### src/rtl/regfile_wb_pkg.sv
// Shared types and widths for the register-file writeback arbiter.
// The optional bypass compare in the top is enabled by WB_BYPASS_EN.
package regfile_wb_pkg;

    localparam int unsigned ADDR_W = 5;
    localparam int unsigned DATA_W = 32;
    localparam int unsigned CNT_W  = 16;

    localparam logic [ADDR_W-1:0] ZERO_REG = ADDR_W'(0);

    typedef enum logic {
        PRI0 = 1'b0,
        PRI1 = 1'b1
    } ptr_state_e;

    typedef struct packed {
        logic [ADDR_W-1:0] addr;
        logic [DATA_W-1:0] data;
    } wb_req_t;

    // Saturating increment: holds at all-ones instead of wrapping
    function automatic logic [CNT_W-1:0] sat_inc(input logic [CNT_W-1:0] cnt);
        return (&cnt) ? cnt : cnt + CNT_W'(1);
    endfunction

endpackage

### src/rtl/regfile_wb_arbiter_if.sv
// Writeback bus between the two requesters, the arbiter and the regfile/read side.
// master = requester/read side, slave = regfile_wb_arbiter.
interface regfile_wb_arbiter_if;
    import regfile_wb_pkg::*;

    logic              req0_valid;
    logic              req0_ready;
    logic [ADDR_W-1:0] req0_addr;
    logic [DATA_W-1:0] req0_data;
    logic              req1_valid;
    logic              req1_ready;
    logic [ADDR_W-1:0] req1_addr;
    logic [DATA_W-1:0] req1_data;
    logic              wr_en;
    logic [ADDR_W-1:0] wr_addr;
    logic [DATA_W-1:0] wr_data;
    logic [CNT_W-1:0]  stall0_cnt;
    logic [CNT_W-1:0]  stall1_cnt;
    logic [ADDR_W-1:0] rd_addr_a;
    logic [ADDR_W-1:0] rd_addr_b;
    logic              byp_hit_a;
    logic              byp_hit_b;
    logic [DATA_W-1:0] byp_data_a;
    logic [DATA_W-1:0] byp_data_b;

    modport master (
        output req0_valid, req0_addr, req0_data,
        output req1_valid, req1_addr, req1_data,
        output rd_addr_a, rd_addr_b,
        input  req0_ready, req1_ready,
        input  wr_en, wr_addr, wr_data,
        input  stall0_cnt, stall1_cnt,
        input  byp_hit_a, byp_hit_b, byp_data_a, byp_data_b
    );

    modport slave (
        input  req0_valid, req0_addr, req0_data,
        input  req1_valid, req1_addr, req1_data,
        input  rd_addr_a, rd_addr_b,
        output req0_ready, req1_ready,
        output wr_en, wr_addr, wr_data,
        output stall0_cnt, stall1_cnt,
        output byp_hit_a, byp_hit_b, byp_data_a, byp_data_b
    );

endinterface

### src/rtl/regfile_wb_arbiter_rr_arb2.sv
// Two-way round-robin grant with a PRI0/PRI1 pointer FSM.
// Grants are combinational and forced low while rst is high.
module rr_arb2
    import regfile_wb_pkg::*;
(
    input  logic clk,
    input  logic rst,
    input  logic i_valid0,
    input  logic i_valid1,
    output logic o_grant0,
    output logic o_grant1
);

    ptr_state_e r_state;
    logic       w_grant0;
    logic       w_grant1;

    // A lone requester always wins; on contention the pointer decides
    assign w_grant0 = !rst && i_valid0 && (!i_valid1 || (r_state == PRI0));
    assign w_grant1 = !rst && i_valid1 && (!i_valid0 || (r_state == PRI1));

    assign o_grant0 = w_grant0;
    assign o_grant1 = w_grant1;

    // After a transfer, favour the requester that was not served
    always_ff @(posedge clk or posedge rst) begin
        if (rst) begin
            r_state <= PRI0;
        end else begin
            case (r_state)
                PRI0: if (w_grant0) r_state <= PRI1;
                PRI1: if (w_grant1) r_state <= PRI0;
                default: r_state <= PRI0;
            endcase
            if (r_state == PRI0 && w_grant1 && !w_grant0) r_state <= PRI0;
            if (r_state == PRI1 && w_grant0 && !w_grant1) r_state <= PRI1;
        end
    end

endmodule

### src/rtl/regfile_wb_arbiter.sv
// Shares the regfile write port between ALU (req0) and MEM (req1) writebacks.
// Optional forwarding compare against the staged write: define WB_BYPASS_EN.
module regfile_wb_arbiter
    import regfile_wb_pkg::*;
(
    input  logic                 clk,
    input  logic                 rst,
    regfile_wb_arbiter_if.slave  bus
);

    logic              w_grant0;
    logic              w_grant1;
    logic              w_xfer;
    wb_req_t           w_sel;

    logic              r_wr_en;
    logic [ADDR_W-1:0] r_wr_addr;
    logic [DATA_W-1:0] r_wr_data;
    logic [CNT_W-1:0]  r_stall0_cnt;
    logic [CNT_W-1:0]  r_stall1_cnt;

    rr_arb2 u_rr_arb2 (
        .clk      (clk),
        .rst      (rst),
        .i_valid0 (bus.req0_valid),
        .i_valid1 (bus.req1_valid),
        .o_grant0 (w_grant0),
        .o_grant1 (w_grant1)
    );

    assign bus.req0_ready = w_grant0;
    assign bus.req1_ready = w_grant1;
    assign w_xfer         = w_grant0 || w_grant1;

    always_comb begin
        w_sel.addr = bus.req0_addr;
        w_sel.data = bus.req0_data;
        if (w_grant1) begin
            w_sel.addr = bus.req1_addr;
            w_sel.data = bus.req1_data;
        end
    end

    // Staged write; writes to the zero register are accepted but not enabled
    always_ff @(posedge clk or posedge rst) begin
        if (rst) begin
            r_wr_en   <= 1'b0;
            r_wr_addr <= ZERO_REG;
            r_wr_data <= DATA_W'(0);
        end else if (w_xfer) begin
            r_wr_en   <= (w_sel.addr != ZERO_REG);
            r_wr_addr <= w_sel.addr;
            r_wr_data <= w_sel.data;
        end else begin
            r_wr_en   <= 1'b0;
        end
    end

    always_ff @(posedge clk or posedge rst) begin
        if (rst) begin
            r_stall0_cnt <= CNT_W'(0);
            r_stall1_cnt <= CNT_W'(0);
        end else begin
            if (bus.req0_valid && !w_grant0) r_stall0_cnt <= sat_inc(r_stall0_cnt);
            if (bus.req1_valid && !w_grant1) r_stall1_cnt <= sat_inc(r_stall1_cnt);
        end
    end

    assign bus.wr_en      = r_wr_en;
    assign bus.wr_addr    = r_wr_addr;
    assign bus.wr_data    = r_wr_data;
    assign bus.stall0_cnt = r_stall0_cnt;
    assign bus.stall1_cnt = r_stall1_cnt;

`ifdef WB_BYPASS_EN
    // Zero register never hits since r_wr_en is already low for it
    assign bus.byp_hit_a  = r_wr_en && (bus.rd_addr_a == r_wr_addr);
    assign bus.byp_hit_b  = r_wr_en && (bus.rd_addr_b == r_wr_addr);
    assign bus.byp_data_a = r_wr_data;
    assign bus.byp_data_b = r_wr_data;
`else
    logic w_unused_rd;
    assign w_unused_rd    = ^{bus.rd_addr_a, bus.rd_addr_b};
    assign bus.byp_hit_a  = 1'b0;
    assign bus.byp_hit_b  = 1'b0;
    assign bus.byp_data_a = DATA_W'(0);
    assign bus.byp_data_b = DATA_W'(0);
`endif

endmodule

### src/flat_wrapper.sv
// flat-port wrapper written by rule: the top's interface ports become plain ports
module regfile_wb_arbiter_flat import regfile_wb_pkg::*;
  (clk, rst, bus_req0_valid, bus_req0_addr, bus_req0_data, bus_req1_valid, bus_req1_addr, bus_req1_data, bus_rd_addr_a, bus_rd_addr_b, bus_req0_ready, bus_req1_ready, bus_wr_en, bus_wr_addr, bus_wr_data, bus_stall0_cnt, bus_stall1_cnt, bus_byp_hit_a, bus_byp_hit_b, bus_byp_data_a, bus_byp_data_b);
  regfile_wb_arbiter_if bus_i ();
  input  logic clk;
  input  logic rst;
  input wire logic [$bits(bus_i.req0_valid)-1:0] bus_req0_valid;
  input wire logic [$bits(bus_i.req0_addr)-1:0] bus_req0_addr;
  input wire logic [$bits(bus_i.req0_data)-1:0] bus_req0_data;
  input wire logic [$bits(bus_i.req1_valid)-1:0] bus_req1_valid;
  input wire logic [$bits(bus_i.req1_addr)-1:0] bus_req1_addr;
  input wire logic [$bits(bus_i.req1_data)-1:0] bus_req1_data;
  input wire logic [$bits(bus_i.rd_addr_a)-1:0] bus_rd_addr_a;
  input wire logic [$bits(bus_i.rd_addr_b)-1:0] bus_rd_addr_b;
  output wire logic [$bits(bus_i.req0_ready)-1:0] bus_req0_ready;
  output wire logic [$bits(bus_i.req1_ready)-1:0] bus_req1_ready;
  output wire logic [$bits(bus_i.wr_en)-1:0] bus_wr_en;
  output wire logic [$bits(bus_i.wr_addr)-1:0] bus_wr_addr;
  output wire logic [$bits(bus_i.wr_data)-1:0] bus_wr_data;
  output wire logic [$bits(bus_i.stall0_cnt)-1:0] bus_stall0_cnt;
  output wire logic [$bits(bus_i.stall1_cnt)-1:0] bus_stall1_cnt;
  output wire logic [$bits(bus_i.byp_hit_a)-1:0] bus_byp_hit_a;
  output wire logic [$bits(bus_i.byp_hit_b)-1:0] bus_byp_hit_b;
  output wire logic [$bits(bus_i.byp_data_a)-1:0] bus_byp_data_a;
  output wire logic [$bits(bus_i.byp_data_b)-1:0] bus_byp_data_b;
  assign bus_i.req0_valid = bus_req0_valid;
  assign bus_i.req0_addr = bus_req0_addr;
  assign bus_i.req0_data = bus_req0_data;
  assign bus_i.req1_valid = bus_req1_valid;
  assign bus_i.req1_addr = bus_req1_addr;
  assign bus_i.req1_data = bus_req1_data;
  assign bus_i.rd_addr_a = bus_rd_addr_a;
  assign bus_i.rd_addr_b = bus_rd_addr_b;
  assign bus_req0_ready = bus_i.req0_ready;
  assign bus_req1_ready = bus_i.req1_ready;
  assign bus_wr_en = bus_i.wr_en;
  assign bus_wr_addr = bus_i.wr_addr;
  assign bus_wr_data = bus_i.wr_data;
  assign bus_stall0_cnt = bus_i.stall0_cnt;
  assign bus_stall1_cnt = bus_i.stall1_cnt;
  assign bus_byp_hit_a = bus_i.byp_hit_a;
  assign bus_byp_hit_b = bus_i.byp_hit_b;
  assign bus_byp_data_a = bus_i.byp_data_a;
  assign bus_byp_data_b = bus_i.byp_data_b;
  regfile_wb_arbiter u_core (.clk(clk), .rst(rst), .bus(bus_i));
endmodule
### config.mk
export PLATFORM = sky130hd
export DESIGN_NAME = regfile_wb_arbiter_flat
export DESIGN_NICKNAME = d
export VERILOG_FILES = /design/src/rtl/regfile_wb_pkg.sv /design/src/rtl/regfile_wb_arbiter_if.sv /design/src/rtl/regfile_wb_arbiter_rr_arb2.sv /design/src/rtl/regfile_wb_arbiter.sv /design/src/flat_wrapper.sv
export SDC_FILE = /design/constraint.sdc
export NUM_CORES = 1
export LEC_CHECK = 0
export ABC_CLOCK_PERIOD_IN_PS = 2700
export BUFFER_PORTS_ARGS = -buffer_cell sky130_fd_sc_hd__buf_2
export CAP_MARGIN = 20
export CORE_UTILIZATION = 48
export DETAILED_ROUTE_END_ITERATION = 10
export PLACE_DENSITY = 0.91
export SLEW_MARGIN = 30
export SYNTH_ARGS = -nofsm -noshare
export SYNTH_HDL_FRONTEND = slang
export SYNTH_SLANG_ARGS = --single-unit
### constraint.sdc
create_clock -name clk -period 2.7 [get_ports clk]
set_input_delay 0 -clock clk [delete_from_list [all_inputs] [get_ports clk]]
set_output_delay 0 -clock clk [all_outputs]
set_load 0.005 [all_outputs]
Word level (Yosys, flattened, before mapping)
Cells that the tools add are included.
- logic and storage cells: 41
- ROM bits: 0
- output and inout port bits: 138
- register bits after elaboration: 71
- bits in latches: 0
- memory bits (writable): 0
- memories: 0
- shift-type cells: 0
- reductions and logical operators: 23
- divide/modulo/power cells: 0
- add/sub/neg operators: 2
- $mul: 0
- equality and inequality tests: 0
- order comparisons: 0
- multiplexer cells: 7
- bitwise operators: 3
- operators by type and width (cell ; count):
    $mux 37 ; 1
    $add 16x1->16 const B ; 2
    $reduce_and 16->1 ; 2
    $logic_and 1x1->1 ; 10
    $logic_not 1->1 ; 5
    $mux 1 ; 5
    $reduce_bool 5->1 ; 1
    $reduce_and 2->1 ; 2
    $logic_or 1x1->1 ; 3
    $not 1->1 ; 3
    $pmux 1 s2 ; 1

Logic depth before layout (Yosys ltp)
- depth after elaboration: 7
- depth in mapped cells: 6
- mapped depth without buffers: 5

Cells and area by module
Synthesis repeated with hierarchy kept, for this count alone.
- cells, all modules: 387
- area total of the unflattened synthesis: 3897.5 um2
- modules (own cells, without submodules) (module ; cells each ; area each (um2) ; times used):
    regfile_wb_arbiter ; 379 ; 3827.4 ; 1
    rr_arb2 ; 8 ; 70.1 ; 1

Least setup slack after synthesis
Ideal clock, no wire load.
- kind: input port to flip-flop
- start: in rst
- end: reg u_core.r_wr_en (netlist: u_core.bus.wr_en)
- arrival time: 2.547 ns
- stages on the path: 5
- library setup time: 0.099 ns
- path slack: 0.054 ns
- path buffers: 2
- cells stage by stage: inv_1 > o21ai_0 > buf_2 > clkbuf_1 > a311oi_1
- word-level cells in the longest chain between the ends: 6
- ends and longest elaborated chain (what ; RTL line ; text):
    start: declaration ; flat_wrapper.sv:6 ; input logic rst;
    $logic_not 1->1 (no line) * ; - ;
    $logic_and 1x1->1 (2 in series) ; regfile_wb_arbiter_rr_arb2.sv:20 ; assign w_grant1 = !rst && i_valid1 && (!i_valid0 || (r_state == PRI1));
    $mux 37 ; regfile_wb_arbiter.sv:38 ; if (w_grant1) begin
    $reduce_bool 5->1 ; regfile_wb_arbiter.sv:51 ; r_wr_en <= (w_sel.addr != ZERO_REG);
    $mux 1 * ; regfile_wb_arbiter.sv:50 ; end else if (w_xfer) begin
    end signal: assignment ; regfile_wb_arbiter.sv:51 ;
    end: declaration ; regfile_wb_arbiter.sv:16 ; logic r_wr_en;
Mark *: on every way between the ends. The rest lies on a longest branch, timed or not.
A chain may end at the register's enable or synchronous reset.

Final worst setup path
- start: reg u_core.u_rr_arb2.r_state
- end: reg u_core.r_wr_addr[3] (netlist: u_core.bus.wr_addr[3])
- word-level cells in the longest chain between the ends: 4
- ends and longest elaborated chain (what ; RTL line ; text):
    start: declaration ; regfile_wb_arbiter_rr_arb2.sv:14 ; ptr_state_e r_state;
    start signal: assignment ; regfile_wb_arbiter_rr_arb2.sv:28 ; r_state <= PRI0;
    start signal: assignment ; regfile_wb_arbiter_rr_arb2.sv:31 ; PRI0: if (w_grant0) r_state <= PRI1;
    start signal: assignment ; regfile_wb_arbiter_rr_arb2.sv:32 ; PRI1: if (w_grant1) r_state <= PRI0;
    $not 1->1 ; regfile_wb_arbiter_rr_arb2.sv:19 ; assign w_grant0 = !rst && i_valid0 && (!i_valid1 || (r_state == PRI0));
    $logic_or 1x1->1 ; regfile_wb_arbiter_rr_arb2.sv:19 ;
    $logic_and 1x1->1 ; regfile_wb_arbiter_rr_arb2.sv:19 ;
    $logic_or 1x1->1 ; regfile_wb_arbiter.sv:33 ; assign w_xfer = w_grant0 || w_grant1;
    end signal: assignment ; regfile_wb_arbiter.sv:52 ; r_wr_addr <= w_sel.addr;
    end: declaration ; regfile_wb_arbiter.sv:17 ; logic [ADDR_W-1:0] r_wr_addr;
Parallel ways exist; a longest one is shown, timed or not.

==> results.cfg <==
[sta]
hold_ws_ns = 0.00570
setup_viol = 0
fin_crit_sh_pct = 87.0
slew_headroom_pct = 49.7
fmax_mhz = 426
finalHoldViolCount = 0
finalClockSkew_ns = 0.00917
tns_ns = 0
rsz0062_at_grt = false
worst_pin_slew_ns = 0.751
finalMaxSlewViolations = 0
final.min_clock_period_ns = 2.35

[floorplanning]
core_area_um2 = 7850
die_y_um = 92.9
die_area_um2 = 8630
rows = 32
fp.dieW_um = 92.9
pin_count = 226
start_util_pct = 50.6

[worst_setup_path]
start_kind = flop
cp_max_fo = 40
worstPathRequired_ns = 2.87
cpMaxStageDelayCell = dlygate4sd3_1
crit_path_end_kind = flop
path_cells = and2b_4 > or3_2 > buf_12 > mux2i_1 > dlygate4sd3_1 > o21ai_0
critical_path_arrival_ns = 2.52
max_stage_delay_ns = 0.58
worst-setup-path-type = reg2reg

[drt]
vias = 3578
antenna_left = 0
remaining_drc_errors = 0
drtIter0Drc = 159
first_pass_iters = 5
routed_wl_um = 10900
post_drt_wl_per_cell_um = 15.2
viasPerCell = 5.00

[yosys]
yosysTopAreaCellShare_pct = 44.8
synth_area_um2 = 3970
yosysWarnings = 0
synth_top_cell_by_area = dfrtp_1
syn_area_per_cell_um2 = 10.1
seq_area_frac_synth_pct = 44.8
synthTopCellsByArea = dfrtp_1 45%, buf_4 13%, mux2i_1 9.3%
synth_top_family_by_area = buffers and inverters
synth.distinct_cells = 44
synthSimpleGateAreaFrac_pct = 14.3
synth.area.mux_share_pct = 10.8
syn-instance-count = 392
synth_xor_area_share_pct = 5.74
synth_compound_area_share_pct = 8.26
ys_ff_latch = 71
synthAdderAreaFrac_pct = 0.631

[pwr]
power.density_nw_per_um2 = 564
power_w = 0.00306
p_leak_nw = 2.97
irDropWorstVdd_v = 0.000393

[run_status]
outcome = finished, final reports clean

[clocking]
root_buffer = clkbuf_8
insertion_delay_ns = 0.33
post_cts_buffers = 0
clkTransAtPathRegs_ns = 0.07
cts.sinks = 71
clock_path_buffers = 2
cts_buffers = 9
htree_levels = 3
holdBufCountCts = 69
cts_resized = 0
cts_tree = done

[finish]
fillCellCount = 574
drive_above_1_share_pct = 29.9
fin_cells = 715
final_area_um2 = 5420
syn_to_final_growth_pct = 36.5
multiInputGateArea_um2 = 1840
layout.area.seq_um2 = 1780
final_nets = 698

[place]
portBuffers = 149
place_congestion = 0.823
hpwl_um = 6610
placed_cells = 630
place_area_um2 = 4540

[global_route]
grt_max_degree = 76
grt_pass1_wl_um = 16400
grtUsageTotal_pct = 24.4
antenna_found_initial = 1
grt_pass1_vias = 3420
grt.overflow.total = 0

[job]
maxCapViolations = 0

[worst_hold_path]
holdCritPathClass = in2reg
state kept, by name (all words and copies together) (netlist names):
register,flops
u_core.bus.wr_en,1
u_core.bus.stall0_cnt,16
u_core.bus.wr_addr,5
u_core.u_rr_arb2.r_state,1
u_core.bus.stall1_cnt,16
u_core.bus.wr_data,32
metrics by stage:
step / setup WS [ns] / util [%]
2_1_floorplan: 0.0536 / -
3_5_place_dp: 0.725 / 57.9
5_1_grt: 0.291 / 69.0
6_report: 0.350 / 69.0
3_3_place_gp: 0.744 / 57.9
4_1_cts: 0.432 / 69.0
worst max-delay path, delay by kind of cell, from the launching register on:
family | cells | cell delay (ns)
AOI/OAI and AO/OA | 1 | 0.08
DFF | 1 | 0.39
buffers and inverters | 2 | 0.79
muxes | 1 | 0.23
and+or+nand+nor | 2 | 0.67
power breakdown:
| group | internal, W | total [W] | switching [W] |
|---|---|---|---|
| clock | 0.000420 | 0.000794 | 0.000374 |
| sequential | 0.00125 | 0.00146 | 0.000212 |
| combinational | 0.000415 | 0.000799 | 0.000384 |
| total | 0.00209 | 0.00306 | 0.000970 |
placed cells by master, fill, tap and decap left out, types with 4 or more instances in the layout:
cell type,synthesis,layout
buf_2,3,149
dfrtp_1,71,71
dlygate4sd3_1,0,69
conb_1,1,66
nand2_1,47,47
mux2i_1,37,37
o21ai_0,35,34
xor2_1,24,24
nor3_1,14,14
nand4_1,9,9
nand3_1,9,9
o21ai_1,9,9
clkbuf_8,0,9
inv_1,6,5
mux2_2,5,5
nor4_1,4,4
nor2_1,4,4
worst paths after layout:
path                                               startpoint                                    to  slack, ns  depth (start not counted)
min                                         bus_req1_data[11]    u_core.bus.wr_data[11]$_DFFE_PP0P_      0.006                          3
min in group asynchronous                                 rst  u_core.bus.stall1_cnt[5]$_DFFE_PP0P_       0.24                          3
min reg2reg                u_core.bus.wr_data[19]$_DFFE_PP0P_    u_core.bus.wr_data[19]$_DFFE_PP0P_       0.48                          2
max reg2reg                u_core.u_rr_arb2.r_state$_DFF_PP0_     u_core.bus.wr_addr[3]$_DFFE_PP0P_       0.35                          6
max in group asynchronous                                 rst     u_core.bus.wr_data[6]$_DFFE_PP0P_       1.41                          4
max                        u_core.u_rr_arb2.r_state$_DFF_PP0_     u_core.bus.wr_addr[3]$_DFFE_PP0P_       0.35                          6
cell usage after synthesis (all sizes together):
library cell,count
buf,74
dfrtp,71
nand2,47
o21ai,44
mux2i,37
xor2,24
nor3,15
nand4,11
nand3,9
clkbuf,7
inv,6
nor4,6
mux2,5
nor2,5
a211oi,3
and3,3
and4,3
a21oi,2
ha,2
nor3b,2
o2111ai,2
xnor2,2
a2111oi,1
a21o,1
a311oi,1
and2,1
and2b,1
conb,1
nand2b,1
nor4b,1
o31ai,1
o41ai,1
or3,1
or4,1
layer usage:
layer	part of all wire, %	vias up	GRT usage, %	routed length, um
met2	54	154	45.1	5840
met3	5.3	35	5.17	572
met5	0	-	0	0
met1	38	1727	26.8	4100
met4	3.2	0	10.3	345
li1	-	1662	-	-
layout make-up:
| type | count | area share, % |
|---|---|---|
| inverter | 6 | 0.416 |
| tap | 102 | 2.36 |
| clock buffer | 11 | 2.43 |
| antenna | 1 | 0.0462 |
| timing repair buffer | 221 | 27.2 |
| clock inverter | 4 | 0.878 |
| sequential | 71 | 32.8 |
| multi-input combinational | 299 | 33.9 |
logic make-up after synthesis:
group	Yosys count
muxes	42
DFF	71
AOI/OAI and AO/OA	56
and+or+nand+nor	107
xor gates and xnor gates	26
other	1
buffers and inverters	87
adders and majority gates	2
No activity file was read; power rests on OpenSTA's default activity.
